**config.mk**
```make
export PLATFORM = sky130hd
export DESIGN_NAME = seven_seg_scanner
export DESIGN_NICKNAME = d
export VERILOG_FILES = /design/src/rtl/seven_seg_pkg.sv /design/src/rtl/seven_seg_decode.sv /design/src/rtl/seven_seg_scanner.sv
export SDC_FILE = /design/constraint.sdc
export NUM_CORES = 1
export LEC_CHECK = 0
export BUFFER_PORTS_ARGS = -buffer_cell sky130_fd_sc_hd__buf_2
export CORE_MARGIN = 1.5
export CORE_UTILIZATION = 61
export CTS_BUF_LIST = sky130_fd_sc_hd__clkbuf_4
export CTS_CLUSTER_SIZE = 24
export DETAILED_ROUTE_END_ITERATION = 8
export PLACE_DENSITY = 0.91
export SYNTH_ARGS = -nofsm -noshare
export SYNTH_HDL_FRONTEND = slang
export SYNTH_SLANG_ARGS = --single-unit
```
**constraint.sdc**
```tcl
create_clock -name clk -period 2.9 [get_ports clk]
set_input_delay 0.145 -clock clk [delete_from_list [all_inputs] [get_ports clk]]
set_output_delay 0.145 -clock clk [all_outputs]
set_load 0.005 [all_outputs]
```
**src/rtl/seven_seg_pkg.sv**
```systemverilog
// rtl/seven_seg_pkg.sv - shared glyph table, blank code and nibble helpers for the scanner
package seven_seg_pkg;

  // All segments dark (active-low glyph bus).
  localparam logic [6:0] SEG_OFF = 7'h7F;

  // Active-low glyphs, bit6..0 = g..a, indexed by the normalised nibble.
  localparam logic [6:0] GLYPH_TABLE [16] = '{
    7'b1000000,  // 0
    7'b1111001,  // 1
    7'b0100100,  // 2
    7'b0110000,  // 3
    7'b0011001,  // 4
    7'b0010010,  // 5
    7'b0000010,  // 6
    7'b1111000,  // 7
    7'b0000000,  // 8
    7'b0010000,  // 9
    7'b0001000,  // A
    7'b0000011,  // b
    7'b1000110,  // C
    7'b0100001,  // d
    7'b0000110,  // E
    7'b0001110   // F
  };

  // Map a raw input nibble to the digit it represents.
  function automatic logic [3:0] norm_nibble(input logic [3:0] nib, input bit inv);
    return inv ? ~nib : nib;
  endfunction

  // Raw nibble that displays as zero.
  function automatic logic [3:0] zero_code(input bit inv);
    return inv ? 4'hF : 4'h0;
  endfunction

endpackage

```
**src/rtl/seven_seg_decode.sv**
```systemverilog
// rtl/seven_seg_decode.sv - combinational normalised-nibble to active-low glyph lookup
module seven_seg_decode
  import seven_seg_pkg::*;
(
  input  logic [3:0] nibble,
  output logic [6:0] glyph
);

  assign glyph = GLYPH_TABLE[nibble];

endmodule

```
**src/rtl/seven_seg_scanner.sv**
```systemverilog
// rtl/seven_seg_scanner.sv - multiplexed seven-segment scanner with tear-free double buffering
module seven_seg_scanner
  import seven_seg_pkg::*;
#(
  parameter int DIGITS        = 4,
  parameter int SCAN_DIV      = 50000,
  parameter int BLANK_CYC     = 16,
  parameter int NIBBLE_INV    = 1,
  parameter int AN_ACTIVE_LOW = 1
) (
  input  logic                  clk,
  input  logic                  rst_n,
  input  logic [4*DIGITS-1:0]   value,
  input  logic [DIGITS-1:0]     dp_in,
  input  logic                  load,
  input  logic                  lz_en,
  input  logic                  enable,
  output logic [6:0]            segment,
  output logic                  dp,
  output logic [DIGITS-1:0]     anode,
  output logic                  frame_done
);

  localparam int IDX_W  = (DIGITS > 1) ? $clog2(DIGITS) : 1;
  localparam int SLOT_W = $clog2(SCAN_DIV);
  localparam bit INV    = (NIBBLE_INV != 0);
  localparam logic [3:0] ZNIB = zero_code(INV);
  localparam logic [DIGITS-1:0] AN_OFF = (AN_ACTIVE_LOW != 0) ? {DIGITS{1'b1}} : {DIGITS{1'b0}};

  logic [SLOT_W-1:0]   slot_cnt;
  logic [IDX_W-1:0]    idx;
  logic                pending;
  logic [4*DIGITS-1:0] shadow_val;
  logic [DIGITS-1:0]   shadow_dp;
  logic [4*DIGITS-1:0] disp_val;
  logic [DIGITS-1:0]   disp_dp;

  logic                slot_last;
  logic                idx_last;
  logic                boundary;
  logic [DIGITS-1:0]   supp;
  logic                run;
  logic [3:0]          cur_nib;
  logic                cur_supp;
  logic                cur_dp;
  logic [6:0]          glyph;
  logic [DIGITS-1:0]   an_sel;

  assign slot_last = (slot_cnt == SLOT_W'(SCAN_DIV - 1));
  assign idx_last  = (idx == IDX_W'(DIGITS - 1));
  assign boundary  = enable && slot_last && idx_last;

  // Leading-zero mask: walk down from the top digit while digits are zero with no dp lit.
  always_comb begin
    supp = '0;
    run  = lz_en;
    for (int i = DIGITS - 1; i >= 1; i--) begin
      run     = run && (norm_nibble(disp_val[4*i +: 4], INV) == 4'h0) && !disp_dp[i];
      supp[i] = run;
    end
  end

  // Select the digit currently being scanned.
  always_comb begin
    cur_nib  = norm_nibble(disp_val[4*int'(idx) +: 4], INV);
    cur_supp = supp[idx];
    cur_dp   = disp_dp[idx];
    an_sel   = AN_OFF ^ (DIGITS'(1) << idx);
  end

  seven_seg_decode u_decode (
    .nibble (cur_nib),
    .glyph  (glyph)
  );

  // Slot counter, digit index and end-of-frame pulse.
  always_ff @(posedge clk or negedge rst_n) begin
    if (!rst_n) begin
      slot_cnt   <= '0;
      idx        <= '0;
      frame_done <= 1'b0;
    end else if (!enable) begin
      slot_cnt   <= '0;
      idx        <= '0;
      frame_done <= 1'b0;
    end else begin
      frame_done <= slot_last && idx_last;
      if (slot_last) begin
        slot_cnt <= '0;
        idx      <= idx_last ? '0 : idx + 1'b1;
      end else begin
        slot_cnt <= slot_cnt + 1'b1;
      end
    end
  end

  // Shadow capture and frame-aligned commit; while disabled every cycle acts as a boundary.
  always_ff @(posedge clk or negedge rst_n) begin
    if (!rst_n) begin
      shadow_val <= {DIGITS{ZNIB}};
      shadow_dp  <= '0;
      disp_val   <= {DIGITS{ZNIB}};
      disp_dp    <= '0;
      pending    <= 1'b0;
    end else begin
      if (load) begin
        shadow_val <= value;
        shadow_dp  <= dp_in;
      end
      if (!enable) begin
        if (load) begin
          disp_val <= value;
          disp_dp  <= dp_in;
        end else if (pending) begin
          disp_val <= shadow_val;
          disp_dp  <= shadow_dp;
        end
        pending <= 1'b0;
      end else if (boundary) begin
        if (pending) begin
          disp_val <= shadow_val;
          disp_dp  <= shadow_dp;
        end
        // A load landing on the boundary itself waits for the next frame.
        pending <= load;
      end else if (load) begin
        pending <= 1'b1;
      end
    end
  end

  // Registered display outputs, one cycle behind the slot/index state.
  always_ff @(posedge clk or negedge rst_n) begin
    if (!rst_n) begin
      segment <= SEG_OFF;
      dp      <= 1'b1;
      anode   <= AN_OFF;
    end else if (!enable) begin
      segment <= SEG_OFF;
      dp      <= 1'b1;
      anode   <= AN_OFF;
    end else begin
      anode   <= (slot_cnt < SLOT_W'(BLANK_CYC)) ? AN_OFF : an_sel;
      segment <= cur_supp ? SEG_OFF : glyph;
      dp      <= cur_supp | ~cur_dp;
    end
  end

endmodule
```
# After elaboration in Yosys (flattened, before gate mapping)
# Memory sizes are Yosys's and may differ from the RTL's.
# Index checks and enable logic that the tools add are counted.
# word_totals
ff_bits	72
rom_bits	112
input_bits	25
out_inout_bits	13
word_cells	75
n_memories	1
# op_classes
add_sub_neg	2
magnitude_cmp	3
n_eq_ne	5
shifts	2
n_mux	28
bitwise	8
n_reduce_logical	15
# mem_list
memory	words	word_bits	read_ports	rd_ports_with_merged_regs	write_ports	line_no	source
(name not given)	16	7	1	0	0	seven_seg_decode.sv:9	assign glyph = GLYPH_TABLE[nibble];
# ops
cell	n
$mux W16	6
$mux W7	4
$mux W4	6
$not A4 Y4	5
$add A16 B1 Y16 const B	1
$eq A16 B16 Y1 const B	1
$lt A16 B5 Y1 const B	1
$shiftx A16 B5 Y4	1
$logic_not A4 Y1	3
$logic_and A1 B1 Y1	9
$mux W1	7
$mux W2	3
$ge A5 B5 Y1 const B	1
$not A4 Y5	1
$bmux W1 S2	2
$ne A2 B1 Y1 const B	2
$shl A1 B2 Y4 const A	1
$logic_not A1 Y1	3
$lt A2 B3 Y1 const B	1
$ne A3 B2 Y1 const B	1
$add A2 B1 Y2 const B	1
$eq A2 B2 Y1 const B	1
$not A1 Y1	1
$or A1 B1 Y1	1

# Longest topological paths before layout
# depth
word_depth	12
ltp_mapped	8
ltp_nobuf	7

# Modules after synthesis
# Synthesis repeated with hierarchy kept, for this count alone.
# unflattened
cells_unflattened	342
area_unflattened_um2	3583.4
# modules_own_cells
mod	instances	cells_per_inst	area_per_inst_um2	seq_area_each_um2
seven_seg_scanner	1	310	3308.2	1856.8
seven_seg_decode	1	32	275.3	0.0

# Worst setup path after synthesis
# OpenSTA, ideal clock, no wires.
# synth_path
path_kind	flip-flop to flip-flop
from	register idx[0]
to	register segment[3]
setup_time_ps	94
t_arrival_ps	2009
required_ps	2806
setup_slack_ps	797
stages_incl_launch_ff	8
path_buffers	1
period_less_slack_ps	2103
path_cell_list	dfrtp_1 -> buf_2 -> mux4_2 -> inv_1 -> ha_1 -> inv_1 -> mux4_2 -> nand3b_1
# synth_via
elab_chain_cells	8
elab_cells_between_ends	10
cone_classes	shift (1); mux (6); bitwise (2); memory (1)
# synth_lines
element	line_no	source
start: declaration	seven_seg_scanner.sv:31	logic [IDX_W-1:0] idx;
start signal: assignment	seven_seg_scanner.sv:90	idx <= idx_last ? '0 : idx + 1'b1;
$shiftx A16 B5 Y4	seven_seg_scanner.sv:65	cur_nib = norm_nibble(disp_val[4*int'(idx) +: 4], INV);
$not A4 Y4	seven_seg_pkg.sv:29	return inv ? ~nib : nib;
$not A4 Y5 (implied by the code)	seven_seg_decode.sv:9	
$mem_v2 Z16 W7	-	
$mux W7 (implied by the code) (2 in series)	seven_seg_decode.sv:9	
$mux W7 (*)	seven_seg_scanner.sv:144	segment <= cur_supp ? SEG_OFF : glyph;
$mux W7 (*)	seven_seg_scanner.sv:138	end else if (!enable) begin
end signal: assignment	seven_seg_scanner.sv:144	
end: declaration	seven_seg_scanner.sv:18	output logic [6:0] segment,
# Every way passes the cells marked *; elsewhere a longest branch is shown, timed or not. The select of a mux whose other input is x is not followed.
# A chain may end at the register's enable or synchronous reset.

# Worst setup path in the final report
# layout_path
from	register slot_cnt[11]
to	register pending
# layout_via
elab_chain_cells	5
elab_cells_between_ends	6
cone_classes	eq/ne (2); mux (2); reduce/logical (2)
# layout_lines
element	line_no	source
start: declaration	seven_seg_scanner.sv:30	logic [SLOT_W-1:0] slot_cnt;
start signal: assignment	seven_seg_scanner.sv:92	slot_cnt <= slot_cnt + 1'b1;
$eq A16 B16 Y1 (*)	seven_seg_scanner.sv:49	assign slot_last = (slot_cnt == SLOT_W'(SCAN_DIV - 1));
$logic_and A1 B1 Y1 (*) (2 in series)	seven_seg_scanner.sv:51	assign boundary = enable && slot_last && idx_last;
$mux W1	seven_seg_scanner.sv:119	end else if (boundary) begin
$mux W1	seven_seg_scanner.sv:110	if (!enable) begin
end signal: assignment	seven_seg_scanner.sv:125	pending <= load;
end: declaration	seven_seg_scanner.sv:32	logic pending;
# Every way passes the cells marked *; elsewhere a longest branch is shown, timed or not.

==> results.sh <==
export IMPL_die_h_um=82.1
export IMPL_cp_data_arrival_time_ns=2.77
export IMPL_synth_cells=358
export IMPL_startpoint_type="flop"
export IMPL_rsz0062_at_grt="no"
export IMPL_cts_buffers=9
export IMPL_worst_setup_path_end_kind="flop"
export IMPL_path_clk_slew_ns=0.12
export IMPL_vdd_drop_max_mv=0.319
export IMPL_grt_pass1_vias=3004
export IMPL_htreeDepth=3
export IMPL_row_count=28
export IMPL_insertion_delay_ns=0.43
export IMPL_wl_mm=8.55
export IMPL_synth_edf_count=0
export IMPL_comb_power_share=0.205
export IMPL_hold_slack_ns=0.0133
export IMPL_clock_skew_ns=0.0179
export IMPL_crit_start="slot_cnt[11]"
export IMPL_grt_max_degree=61
export IMPL_path_class="flop to flop"
export IMPL_synth_nets=394
export IMPL_drv_slew=0
export IMPL_crit_required_ns=3.23
export IMPL_die_area_mm2=0.00674
export IMPL_ys_seq_elements=72
export IMPL_cts_setup_buffers=0
export IMPL_fmax_mhz=410
export IMPL_p_total_uw=2550
export IMPL_layout_drive_gt1_share=0.333
export IMPL_root_buffer="clkbuf_4"
export IMPL_clockPowerShare=0.282
export IMPL_fill_cells=375
export IMPL_r2r_start="slot_cnt[11]"
export IMPL_grt_pass1_wl_mm=14.0
export IMPL_vias_per_cell=6.35
export IMPL_finalHoldViolCount=0
export IMPL_p_per_area_mw_per_mm2=579
export IMPL_numPortBuffers=37
export IMPL_yosysWarnings=0
export IMPL_place_hpwl_mm=5.73
export IMPL_cp_max_fo=11
export IMPL_tns_ns=0
export IMPL_clock_path_buffers=2
export IMPL_leakage_uw=0.00182
export IMPL_avgSynthCellArea_um2=10.7
export IMPL_ys_seq_area_frac=0.487
export IMPL_p_sw_frac=0.292
export IMPL_clock_sinks=72
export IMPL_drt_iter0_drc=251
export IMPL_via_count=3087
export IMPL_tightest_slew_ns=0.843
export IMPL_power_switching_uw=745
export IMPL_yosysUniqueCellTypes=41
export IMPL_hp_class="primary input to flop"
export IMPL_cp_cell_sequence="or4_4, nor4_2, a31oi_2, buf_4, a22o_1"
export IMPL_gp_congestion=0.925
export IMPL_ys_flop_type="dfstp_2"
export IMPL_maxCapViolations=0
export IMPL_pin_count=38
export IMPL_antenna_found_initial=0
export IMPL_period_minus_slack_ns=2.44
export IMPL_relSlewSlack=0.436
export IMPL_nets=442
export IMPL_ctsHoldBuffers=18
export IMPL_cts_repair_resized=0
export IMPL_fin_util=0.735
export IMPL_antenna_cells=0
export IMPL_wl_per_cell_um=17.6
export IMPL_syn_area_mm2=0.00381
export IMPL_min_period_over_period=0.842
export IMPL_internal_power_uw=1800
export IMPL_firstDrtPassIters=4
export IMPL_fp_coreArea_mm2=0.00599
export IMPL_status="finished clean"
export IMPL_areaGrowthSynthToFinish_pct=15.4
export IMPL_setup_viol=0
export IMPL_die_x_um=82.1
export IMPL_slowest_delay_ns=0.57
export IMPL_slowest_stage="or4_4"
export IMPL_ant_nets=0
export IMPL_initial_utilization=0.637
export IMPL_async_flop_share=1.00
export IMPL_cts_tree="built"
export IMPL_pwr_share_seq=0.513
export IMPL_gr_total_overflow=0
export IMPL_hp_start="dp_in[3]"
export IMPL_drc=0
export IMPL_track_usage=0.279
[routing by layer]
metal / vias up / global-route usage / routed length (µm)
met4: 0 / 0.146 / 300
met5: - / 0 / 0
li1: 1386 / - / -
met2: 124 / 0.473 / 4390
met3: 35 / 0.0600 / 432
met1: 1542 / 0.331 / 3420
[cell type report]
| type | count | area [µm²] | area share |
|---|---|---|---|
| well taps | 75 | 93.8 | 0.0213 |
| repair buffers | 60 | 415 | 0.0944 |
| multi-input cells | 251 | 1830 | 0.415 |
| flip-flops and latches | 72 | 1860 | 0.422 |
| inverters | 12 | 45.0 | 0.0102 |
| clock inverters | 7 | 96.3 | 0.0219 |
| clock buffers | 9 | 67.6 | 0.0153 |
[metrics by stage]
stage / setup slack [ns] / cell area, µm² / std cells
after floorplan: 0.797 / 3810 / 358
final: 0.459 / 4400 / 486
after global routing: 0.291 / 4400 / 486
after detailed placement: 0.475 / 4060 / 452
after CTS: 0.442 / 4400 / 486
after global placement: 0.529 / 4060 / 452
[cells by family (layout without fill, tap and decap cells)]
kind of cell	Yosys count	in the layout	synth area share
AO/OA/AOI/OAI	60	60	0.108
flip-flops	72	72	0.487
AND/OR/NAND/NOR	118	118	0.146
multiplexers	49	49	0.155
buffers and inverters	35	88	0.0380
adder cells (fa/ha/maj)	11	11	0.0361
XOR/XNOR	13	13	0.0298
[placed cells by master, fill, tap and decap left out, drive strengths merged, types with 3 or more instances in the layout]
cell | netlist | routed
nand2 | 32 | 32
or4 | 3 | 3
dlygate4sd3 | 0 | 18
nand4 | 5 | 5
mux4 | 6 | 6
dfstp | 44 | 44
inv | 12 | 12
or3 | 3 | 3
nor4 | 6 | 6
ha | 11 | 11
nand3 | 15 | 15
mux2 | 22 | 22
a31oi | 3 | 3
a221oi | 20 | 20
xor2 | 3 | 3
buf | 8 | 42
clkbuf | 15 | 9
mux2i | 21 | 21
xnor2 | 10 | 10
nor3 | 4 | 4
o21ai | 6 | 6
a21oi | 24 | 24
dfrtp | 28 | 28
clkinvlp | 0 | 3
nor2 | 42 | 42
[worst paths after layout]
check	slack [ns]	depth (start not counted)	endpoint
worst min register to register	0.52	1	slot_cnt[0]
worst max-delay path	0.46	5	pending
max in group asynchronous	2.07	3	shadow_val[14]
min in group asynchronous	0.45	2	shadow_val[4]
worst min-delay path	0.01	2	shadow_dp[3]
worst max register to register	0.46	5	pending
[worst max-delay path, delay by kind of cell (launching register included)]
family / cells / cell delay, ns
buf+inv: 1 / 0.33
compound gates: 2 / 0.58
flops: 1 / 0.43
simple gates: 2 / 1.00
[sequential cells by signal, summed over array words and instances, names as in the netlist]
register    flops
disp_val       16
shadow_val     16
slot_cnt       16
segment         7
anode           4
disp_dp         4
shadow_dp       4
idx             2
dp              1
frame_done      1
pending         1
[cell usage after synthesis, types with 2 or more instances]
cell type,n,share of area
a21oi_1,24,0.031
a221oi_1,20,0.046
a22oi_1,2,0.0039
a31oi_1,3,0.0049
buf_1,2,0.0020
buf_2,5,0.0066
clkbuf_1,15,0.015
dfrtp_1,28,0.18
dfstp_2,44,0.30
ha_1,11,0.036
inv_1,12,0.012
mux2_2,22,0.065
mux2i_1,21,0.055
mux4_2,6,0.035
nand2_1,32,0.031
nand2b_1,2,0.0033
nand3_1,15,0.020
nand4_1,5,0.0082
nand4b_1,2,0.0046
nor2_1,42,0.041
nor3_1,4,0.0052
nor4_1,5,0.0082
o21ai_0,4,0.0052
or3_1,3,0.0049
or4_4,2,0.0059
xnor2_1,10,0.023
xor2_1,3,0.0069
[power by group through the flow]
| stage | sequential (µW) | clock (µW) | combinational [µW] |
|---|---|---|---|
| 2_1_floorplan | 1280 | 0 | 361 |
| 3_3_place_gp | 1310 | 0 | 466 |
| 3_5_place_dp | 1320 | 0 | 497 |
| 4_1_cts | 1300 | 728 | 521 |
| 5_1_grt | 1320 | 767 | 583 |
| 6_report | 1310 | 718 | 522 |
No activity file was read; power rests on OpenSTA's default activity.
